===== src/rtl/mips_state_ctrl_if.sv =====
`default_nettype none
// ============================================================================
// Module   : mips_state_ctrl_if
// Purpose  : Instruction fields, memory handshake and datapath enables
//            exchanged between the sequencer and the MIPS datapath.
// Revision : 1.0 - initial release
// ============================================================================
interface mips_state_ctrl_if;
    logic [5:0] opcode;
    logic [5:0] funccode;
    logic [4:0] rt_code;
    logic       waitrequest;
    logic       pc_is_zero;

    logic [2:0] state;
    logic       alu_en;
    logic       mem_read;
    logic       mem_write;
    logic       ir_write;
    logic       pc_write;
    logic       reg_write;
    logic       hi_lo_write;
    logic       active;

    modport master (
        input  opcode, funccode, rt_code, waitrequest, pc_is_zero,
        output state, alu_en, mem_read, mem_write, ir_write,
               pc_write, reg_write, hi_lo_write, active
    );

    modport slave (
        output opcode, funccode, rt_code, waitrequest, pc_is_zero,
        input  state, alu_en, mem_read, mem_write, ir_write,
               pc_write, reg_write, hi_lo_write, active
    );
endinterface
`default_nettype wire


===== src/rtl/mips_state_ctrl.sv =====
`default_nettype none
// ============================================================================
// Module   : mips_state_ctrl
// Purpose  : Multi-cycle FETCH/DECODE/EXEC/MEM/WB sequencer with bus stall
//            handling, multi-cycle multiply/divide and halt-at-address-0.
// Revision : 1.0 - initial release
// ============================================================================
module mips_state_ctrl #(
    parameter int MD_CYCLES = 4
) (
    input  logic              clk,
    input  logic              reset,
    mips_state_ctrl_if.master bus
);

    typedef enum logic [2:0] {
        S_HALTED = 3'd0,
        S_FETCH  = 3'd1,
        S_DECODE = 3'd2,
        S_EXEC   = 3'd3,
        S_MEM    = 3'd4,
        S_WB     = 3'd5
    } state_t;

    localparam logic [3:0] C_MD_LOAD = 4'(MD_CYCLES - 1);

    state_t     r_state;
    state_t     w_next;
    logic [3:0] r_count;
    logic [3:0] w_count_next;

    logic w_load, w_store, w_md, w_hl, w_nowb, w_link, w_alu;
    logic w_rtype, w_regimm, w_jr, w_jalr;

    logic w_alu_en, w_mem_read, w_mem_write, w_ir_write;
    logic w_pc_write, w_reg_write, w_hi_lo_write, w_active;

    logic w_unused;
    assign w_unused = &{1'b0, bus.rt_code[3:0]};

    always_comb begin
        w_rtype  = (bus.opcode == 6'b000000);
        w_regimm = (bus.opcode == 6'b000001);
        w_jr     = w_rtype && (bus.funccode == 6'b001000);
        w_jalr   = w_rtype && (bus.funccode == 6'b001001);
        w_load   = (bus.opcode[5:3] == 3'b100) && (bus.opcode != 6'b100111);
        w_store  = (bus.opcode == 6'b101000) || (bus.opcode == 6'b101001) ||
                   (bus.opcode == 6'b101011);
        w_md     = w_rtype && (bus.funccode[5:2] == 4'b0110);
        w_hl     = w_rtype && ((bus.funccode == 6'b010001) ||
                               (bus.funccode == 6'b010011));
        w_nowb   = (bus.opcode[5:2] == 4'b0001) || (bus.opcode == 6'b000010) ||
                   w_jr || (w_regimm && !bus.rt_code[4]);
        w_link   = (bus.opcode == 6'b000011) || w_jalr ||
                   (w_regimm && bus.rt_code[4]);
        w_alu    = (w_rtype && !w_md && !w_hl && !w_jr && !w_jalr) ||
                   ((bus.opcode[5:3] == 3'b001) && (bus.opcode != 6'b001000));
    end

    always_ff @(posedge clk or posedge reset) begin
        if (reset) begin
            r_state <= S_FETCH;
            r_count <= 4'd0;
        end else begin
            r_state <= w_next;
            r_count <= w_count_next;
        end
    end

    always_comb begin
        w_next        = r_state;
        w_count_next  = r_count;
        w_alu_en      = 1'b0;
        w_mem_read    = 1'b0;
        w_mem_write   = 1'b0;
        w_ir_write    = 1'b0;
        w_pc_write    = 1'b0;
        w_reg_write   = 1'b0;
        w_hi_lo_write = 1'b0;
        w_active      = 1'b1;

        case (r_state)
            S_FETCH: begin
                if (bus.pc_is_zero) begin
                    w_next = S_HALTED;
                end else begin
                    w_mem_read = 1'b1;
                    if (!bus.waitrequest) begin
                        w_ir_write = 1'b1;
                        w_next     = S_DECODE;
                    end
                end
            end
            S_DECODE: begin
                w_count_next = w_md ? C_MD_LOAD : 4'd0;
                w_next       = S_EXEC;
            end
            S_EXEC: begin
                w_alu_en = 1'b1;
                if (r_count != 4'd0) begin
                    w_count_next = r_count - 4'd1;
                end else begin
                    w_pc_write    = 1'b1;
                    w_hi_lo_write = w_md || w_hl;
                    if (w_load || w_store)
                        w_next = S_MEM;
                    else if (w_alu || w_link)
                        w_next = S_WB;
                    else
                        w_next = S_FETCH;
                end
            end
            S_MEM: begin
                w_mem_read  = w_load;
                w_mem_write = w_store && !w_load;
                if (!bus.waitrequest)
                    w_next = w_load ? S_WB : S_FETCH;
            end
            S_WB: begin
                w_reg_write = 1'b1;
                w_next      = S_FETCH;
            end
            S_HALTED: begin
                w_active = 1'b0;
            end
            default: begin
                w_next = S_HALTED;
            end
        endcase
    end

    // Reset masks every enable at once so a pending bus request drops before the clock.
    assign bus.state       = r_state;
    assign bus.active      = w_active;
    assign bus.alu_en      = w_alu_en      & ~reset;
    assign bus.mem_read    = w_mem_read    & ~reset;
    assign bus.mem_write   = w_mem_write   & ~reset;
    assign bus.ir_write    = w_ir_write    & ~reset;
    assign bus.pc_write    = w_pc_write    & ~reset;
    assign bus.reg_write   = w_reg_write   & ~reset;
    assign bus.hi_lo_write = w_hi_lo_write & ~reset;

endmodule
`default_nettype wire


===== src/flat_wrapper.sv =====
// flat-port wrapper written by rule: the top's interface ports become plain ports
module mips_state_ctrl_flat 
#(
    parameter int MD_CYCLES = 4
)
  (clk, reset, bus_opcode, bus_funccode, bus_rt_code, bus_waitrequest, bus_pc_is_zero, bus_state, bus_alu_en, bus_mem_read, bus_mem_write, bus_ir_write, bus_pc_write, bus_reg_write, bus_hi_lo_write, bus_active);
  mips_state_ctrl_if bus_i ();
  input  logic clk;
  input  logic reset;
  input wire logic [$bits(bus_i.opcode)-1:0] bus_opcode;
  input wire logic [$bits(bus_i.funccode)-1:0] bus_funccode;
  input wire logic [$bits(bus_i.rt_code)-1:0] bus_rt_code;
  input wire logic [$bits(bus_i.waitrequest)-1:0] bus_waitrequest;
  input wire logic [$bits(bus_i.pc_is_zero)-1:0] bus_pc_is_zero;
  output wire logic [$bits(bus_i.state)-1:0] bus_state;
  output wire logic [$bits(bus_i.alu_en)-1:0] bus_alu_en;
  output wire logic [$bits(bus_i.mem_read)-1:0] bus_mem_read;
  output wire logic [$bits(bus_i.mem_write)-1:0] bus_mem_write;
  output wire logic [$bits(bus_i.ir_write)-1:0] bus_ir_write;
  output wire logic [$bits(bus_i.pc_write)-1:0] bus_pc_write;
  output wire logic [$bits(bus_i.reg_write)-1:0] bus_reg_write;
  output wire logic [$bits(bus_i.hi_lo_write)-1:0] bus_hi_lo_write;
  output wire logic [$bits(bus_i.active)-1:0] bus_active;
  assign bus_i.opcode = bus_opcode;
  assign bus_i.funccode = bus_funccode;
  assign bus_i.rt_code = bus_rt_code;
  assign bus_i.waitrequest = bus_waitrequest;
  assign bus_i.pc_is_zero = bus_pc_is_zero;
  assign bus_state = bus_i.state;
  assign bus_alu_en = bus_i.alu_en;
  assign bus_mem_read = bus_i.mem_read;
  assign bus_mem_write = bus_i.mem_write;
  assign bus_ir_write = bus_i.ir_write;
  assign bus_pc_write = bus_i.pc_write;
  assign bus_reg_write = bus_i.reg_write;
  assign bus_hi_lo_write = bus_i.hi_lo_write;
  assign bus_active = bus_i.active;
  mips_state_ctrl #(.MD_CYCLES(MD_CYCLES)) u_core (.clk(clk), .reset(reset), .bus(bus_i));
endmodule

===== config.mk =====
export PLATFORM = sky130hd
export DESIGN_NAME = mips_state_ctrl_flat
export DESIGN_NICKNAME = d
export VERILOG_FILES = /design/src/rtl/mips_state_ctrl_if.sv /design/src/rtl/mips_state_ctrl.sv /design/src/flat_wrapper.sv
export SDC_FILE = /design/constraint.sdc
export NUM_CORES = 1
export LEC_CHECK = 0
export ABC_CLOCK_PERIOD_IN_PS = 1700
export BUFFER_PORTS_ARGS = -buffer_cell sky130_fd_sc_hd__buf_4
export CORE_MARGIN = 3
export CORE_UTILIZATION = 45
export DETAILED_ROUTE_END_ITERATION = 7
export PLACE_DENSITY_LB_ADDON = 0.3
export SKIP_LAST_GASP = 1
export SLEW_MARGIN = 30
export SYNTH_ARGS = -nofsm -noshare
export SYNTH_HDL_FRONTEND = slang
export SYNTH_SLANG_ARGS = --single-unit
export TNS_END_PERCENT = 100

===== constraint.sdc =====
create_clock -name clk -period 1.7 [get_ports clk]
set_input_delay 0.17 -clock clk [delete_from_list [all_inputs] [get_ports clk]]
set_output_delay 0.17 -clock clk [all_outputs]
set_load 0.005 [all_outputs]

# After elaboration in Yosys (flattened, before gate mapping)
# Index checks and enable logic that the tools add are counted.
[totals]
in_bits = 21
out_inout_bits = 11
reg_bits = 7
[op_classes]
n_bitwise = 9
muxes = 24
reduce_logical = 32
eq_ne = 23
addsub = 1
[ops]
columns = ["op", "count"]
rows = [
  ["2-to-1 mux 3 bit", 7],
  ["equality test 6 bit (second input constant)", 3],
  ["one-hot mux 3 bit (6 select lines)", 1],
  ["equality test 6 x 4 -> 1 bit (second input constant)", 2],
  ["equality test 6 x 5 -> 1 bit (second input constant)", 2],
  ["logical AND 1 bit", 12],
  ["2-to-1 mux 1 bit", 12],
  ["equality test 3 bit (second input constant)", 3],
  ["logical OR 1 bit", 9],
  ["one-hot mux 4 bit (2 select lines)", 1],
  ["bitwise AND 1 bit", 7],
  ["equality test 3 x 1 -> 1 bit (second input constant)", 2],
  ["equality test 3 x 2 -> 1 bit (second input constant)", 2],
  ["equality test 6 x 1 -> 1 bit (second input constant)", 1],
  ["equality test 6 x 2 -> 1 bit (second input constant)", 1],
  ["logical NOT 6 bit", 1],
  ["!= test 6 x 4 -> 1 bit (second input constant)", 1],
  ["!= test 6 bit (second input constant)", 1],
  ["logical NOT 1 bit", 5],
  ["equality test 4 x 3 -> 1 bit (second input constant)", 1],
  ["2-to-1 mux 4 bit", 1],
  ["!= test 2 bit (second input constant)", 2],
  ["AND reduction 4 bit", 1],
  ["nonzero test 4 bit", 1],
  ["other kinds (9)", 10],
]

# Logic depth before layout (Yosys ltp)
[logic_depth]
ltp_word = 13
ltp_mapped = 6
mapped_depth_nobuf = 6

# Worst setup path before layout
# Ideal clock, no wire load.
[synth_path]
kind = "reg2out"
start = "register u_core.r_count[0]"
end = "output bus_hi_lo_write"
arrival_time_ns = 1.380
n_path_buf = 0
stages_incl_launch_ff = 6
slack_ns = 0.150
required_ns = 1.530
cell_sequence = "dfrtp_1 > inv_1 > ha_1 > or3b_1 > nor3_1 > and3b_1"
[synth_via]
elab_chain_len = 4
[synth_rtl]
columns = ["element", "line", "rtl"]
rows = [
  ["start, declared", "mips_state_ctrl.sv:29", "logic [3:0] r_count;"],
  ["start signal, assigned", "mips_state_ctrl.sv:66", "r_count <= w_count_next;"],
  ["nonzero test 4 bit", "mips_state_ctrl.sv:100", "if (r_count != 4'd0) begin"],
  ["2-to-1 mux 1 bit", "mips_state_ctrl.sv:100", ""],
  ["2-to-1 mux 1 bit", "mips_state_ctrl.sv:82", "case (r_state)"],
  ["bitwise AND 1 bit", "mips_state_ctrl.sv:141", "assign bus.hi_lo_write = w_hi_lo_write & ~reset;"],
  ["end, declared", "flat_wrapper.sv:22", "output wire logic [$bits(bus_i.hi_lo_write)-1:0] bus_hi_lo_write;"],
]
# No other way between the ends.

# Worst setup path after layout
# Ends and elaborated chain as after synthesis.

==> metrics.md <==
| Metric | Value |
|---|---|
| Clock power frac | `13.1%` |
| Fin. max-slew vios | `0` |
| FP Rows | `13` |
| Initial Utilization | `50.00%` |
| Crit end category | `output pin` |
| Post-synth EDFFs | `0` |
| Total gr overflow | `0` |
| Clock latency on the worst-skew pair | `between 0.2 and 0.3 ns` |
| Fraction of registers with async set or reset after synthesis | `100.0%` |
| Total power | `1.252 mW` |
| DR iter-0 viols | `28` |
| Global-route wire length before repair | `just under 3000 um` |
| Die ar. | `2022 um2` |
| RSZ-0062 raised after global routing | `yes` |
| Most common cell after layout, fill and taps aside | `buf_4` |
| Dpl ws | `roughly 0.066 ns` |
| Prevailing post-synth register cell | `dfrtp_1` |
| Worst slew pin tran | `around 0.45 ns` |
| Grt met2 use | `approximately a third` |
| Worst-path clk slew | `about 0.060 ns` |
| DRT Pass-1 Iters | `4` |
| Avg Cell Area, Syn | `7.944 um2` |
| Synth Cell Area | `683.2 um2` |
| Setup ws final | `-0.1784 ns` |
| CP Data Arrival Time | `between 1.5 and 2 ns` |
| Final Util | `around three quarters` |
| Most frequent cells in the layout | `37 x buf_4, 12 x nor2_1, 6 x a21oi_1, 6 x dfrtp_1` |
| Crit share post-route | `110.5%` |
| Setup crit start kind | `flip-flop` |
| Worst VDD drop | `463.1 uV` |
| Synth Net Count | `108` |
| Grt met1 use | `a little under a quarter` |
| DR WL/cell | `roughly 14 um` |
| DRC violations left | `0` |
| Vias | `800` |
| Antenna-violating nets left | `0` |
| Hold Fails Final Rpt | `0` |
| P&R area growth vs syn | `51.28%` |
| Vias in the first global route | `between 700 and 800` |
| Setup_tns | `-0.2739 ns` |
| # port buffers | `27` |
| GP Congestion | `~0.71` |
| Sequential share of the synthesized area | `about a quarter` |
| Library cells used by synthesis | `41` |
| Drt total wl | `1941 um` |
| Pin count of the biggest net entering global routing | `12` |
| Hold Path Class | `input port to flip-flop` |
| Layout cell share with drive strength beyond 1 | `roughly two fifths` |
| Grt met3 use | `under 10%` |
| Sw Pwr | `~500 uW` |
| Final cell count without fillers | `roughly 140` |
| Sequential Power Share | `between 20% and 30%` |
| Max Fclk | `532.4 MHz` |
| Max-cap violation count | `0` |
| Root Buffer | `clkbuf_4` |
| Worst Path Required | `1.53 ns` |
| Nets | `about 150` |
| Gate Count Post-Synth | `86` |
| Most used routing layer | `met2` |
| Placed Cells | `roughly 130` |
| Syn. warnings | `0` |
| Failing checks | `setup timing` |
| # H-tree levels | `1` |
| Crit path max fanout | `2` |
| Initial antenna violation count | `0` |
| Maximum clock path buffer count | `2` |
| Die X | `between 40 and 50 um` |
| Post-DP HPWL | `about 1300 um` |
| Power Density | `between 1000 and 1500 nW/um2` |
| Leakage power | `between 0.4 and 0.5 nW` |
| Core Region | `roughly 1400 um2` |
| Status | `finished, violations left` |
| Tot GR Track Use | `about a fifth` |
| Final setup fails | `2` |
| Slew HR | `69.71%` |
| Kind of critical path | `flip-flop to output pin` |
| CTS Buf Count | `3` |
| CTS tree | `done` |
| Flops & latches, synth | `7` |
| Min Clock Period, post-route | `between 1.5 and 2 ns` |
| Setup Skew | `between 0.009 and 0.01 ns` |
| Sw Ratio | `40.73%` |
| Ports | `32` |
| Internal power | `741.8 uW` |
| Num Clock Sinks | `7` |
| Combinational Power Share | `a little under 60%` |
| Die Ht | `between 40 and 50 um` |
| Ant diodes | `0` |
| Routed vias/inst | `5.674` |
[synth_stat cells, types with 2 or more instances]
| cell type | number | area share [%] |
|---|---|---|
| dfrtp_1 | 6 | 22 |
| o21ai_0 | 3 | 2.2 |
| nor3_1 | 5 | 3.7 |
| nand2_1 | 4 | 2.2 |
| nor2_1 | 12 | 6.6 |
| nand4_1 | 2 | 1.8 |
| a21o_1 | 2 | 2.2 |
| nand2b_1 | 2 | 1.8 |
| inv_1 | 5 | 2.7 |
| or3_1 | 2 | 1.8 |
| nor4_1 | 3 | 2.7 |
| a21oi_1 | 6 | 4.4 |
| and3_1 | 2 | 1.8 |
| o21ai_1 | 3 | 2.2 |
| nor3b_1 | 2 | 2.2 |
| nand3b_1 | 2 | 2.2 |
[state kept, by name, summed over array words and instances (netlist names)]
name and count:
u_core.r_count 4, u_core.bus.state 3
[power by group through the flow]
stage	Clock [mW]	Combinational, mW	Sequential (mW)
after floorplan	0	0.408	0.285
after global placement	0	0.552	0.338
after detailed placement	0	0.567	0.342
after CTS	0.165	0.683	0.341
after global routing	0.171	0.816	0.363
final	0.164	0.738	0.350
[metal layers]
metal  vias to the layer above  routed length [um]
met3                         6                 120
met2                        30                 926
met5                         -                   0
met4                         0                  52
li1                        400                   -
met1                       364                 842
[final cells by class]
class | count | area, um2
multi-input cells | 71 | 494.2
fillers | 94 | 332.8
repair buffers | 39 | 299.0
flip-flops and latches | 7 | 176.4
clock buffers | 4 | 26.28
inverters | 5 | 18.77
well taps | 15 | 18.77
[worst paths after layout]
kind | start | endpoint | slack (ns) | cells after the start
hold / removal | bus_waitrequest | u_core.bus.state[1] | 0.22 | 4
setup reg to reg | u_core.bus.state[0] | u_core.bus.state[0] | 0.11 | 4
max in group asynchronous | reset | u_core.bus.state[0] | 1.00 | 3
min in group asynchronous | reset | u_core.bus.state[2] | 0.43 | 3
hold reg to reg | u_core.r_count[3] | u_core.r_count[3] | 0.60 | 2
setup / recovery | u_core.r_count[0] | bus_hi_lo_write | -0.18 | 6
[critical path, stage by stage, from the launching register on]
cell	delay [ns]
dfrtp_1	0.40
inv_2	0.09
ha_4	0.13
or3b_4	0.39
nor3_4	0.13
and3b_1	0.19
buf_4	0.11
[repair_timing]
action | CTS | global route
buffers inserted | 4 | 3
resized for setup | 8 | 0
hold endpoints to repair | 6 | 0
cloned | 0 | 0
pin swaps | 1 | 1
hold buffers | 1 | 0
setup endpoints to repair | 2 | 3
[through the flow]
step	instance area [um2]	hold WS, ns
final	1033	0.2210
after CTS	1011	0.2191
after global placement	914.6	0.1441
after floorplan	683.2	-0.02733
after global routing	1033	0.2508
after detailed placement	914.6	0.1485
[kinds of logic (layout without fill, tap and decap cells)]
family / after synthesis / count (layout) / synth area share, %
buf+inv: 8 / 48 / 5.677
flops: 7 / 7 / 25.82
mux: 2 / 2 / 3.296
compound gates: 22 / 22 / 21.98
fa+ha+maj: 1 / 1 / 1.831
simple gates: 46 / 46 / 41.39
Note: power is estimated with default switching activity, not from simulation.
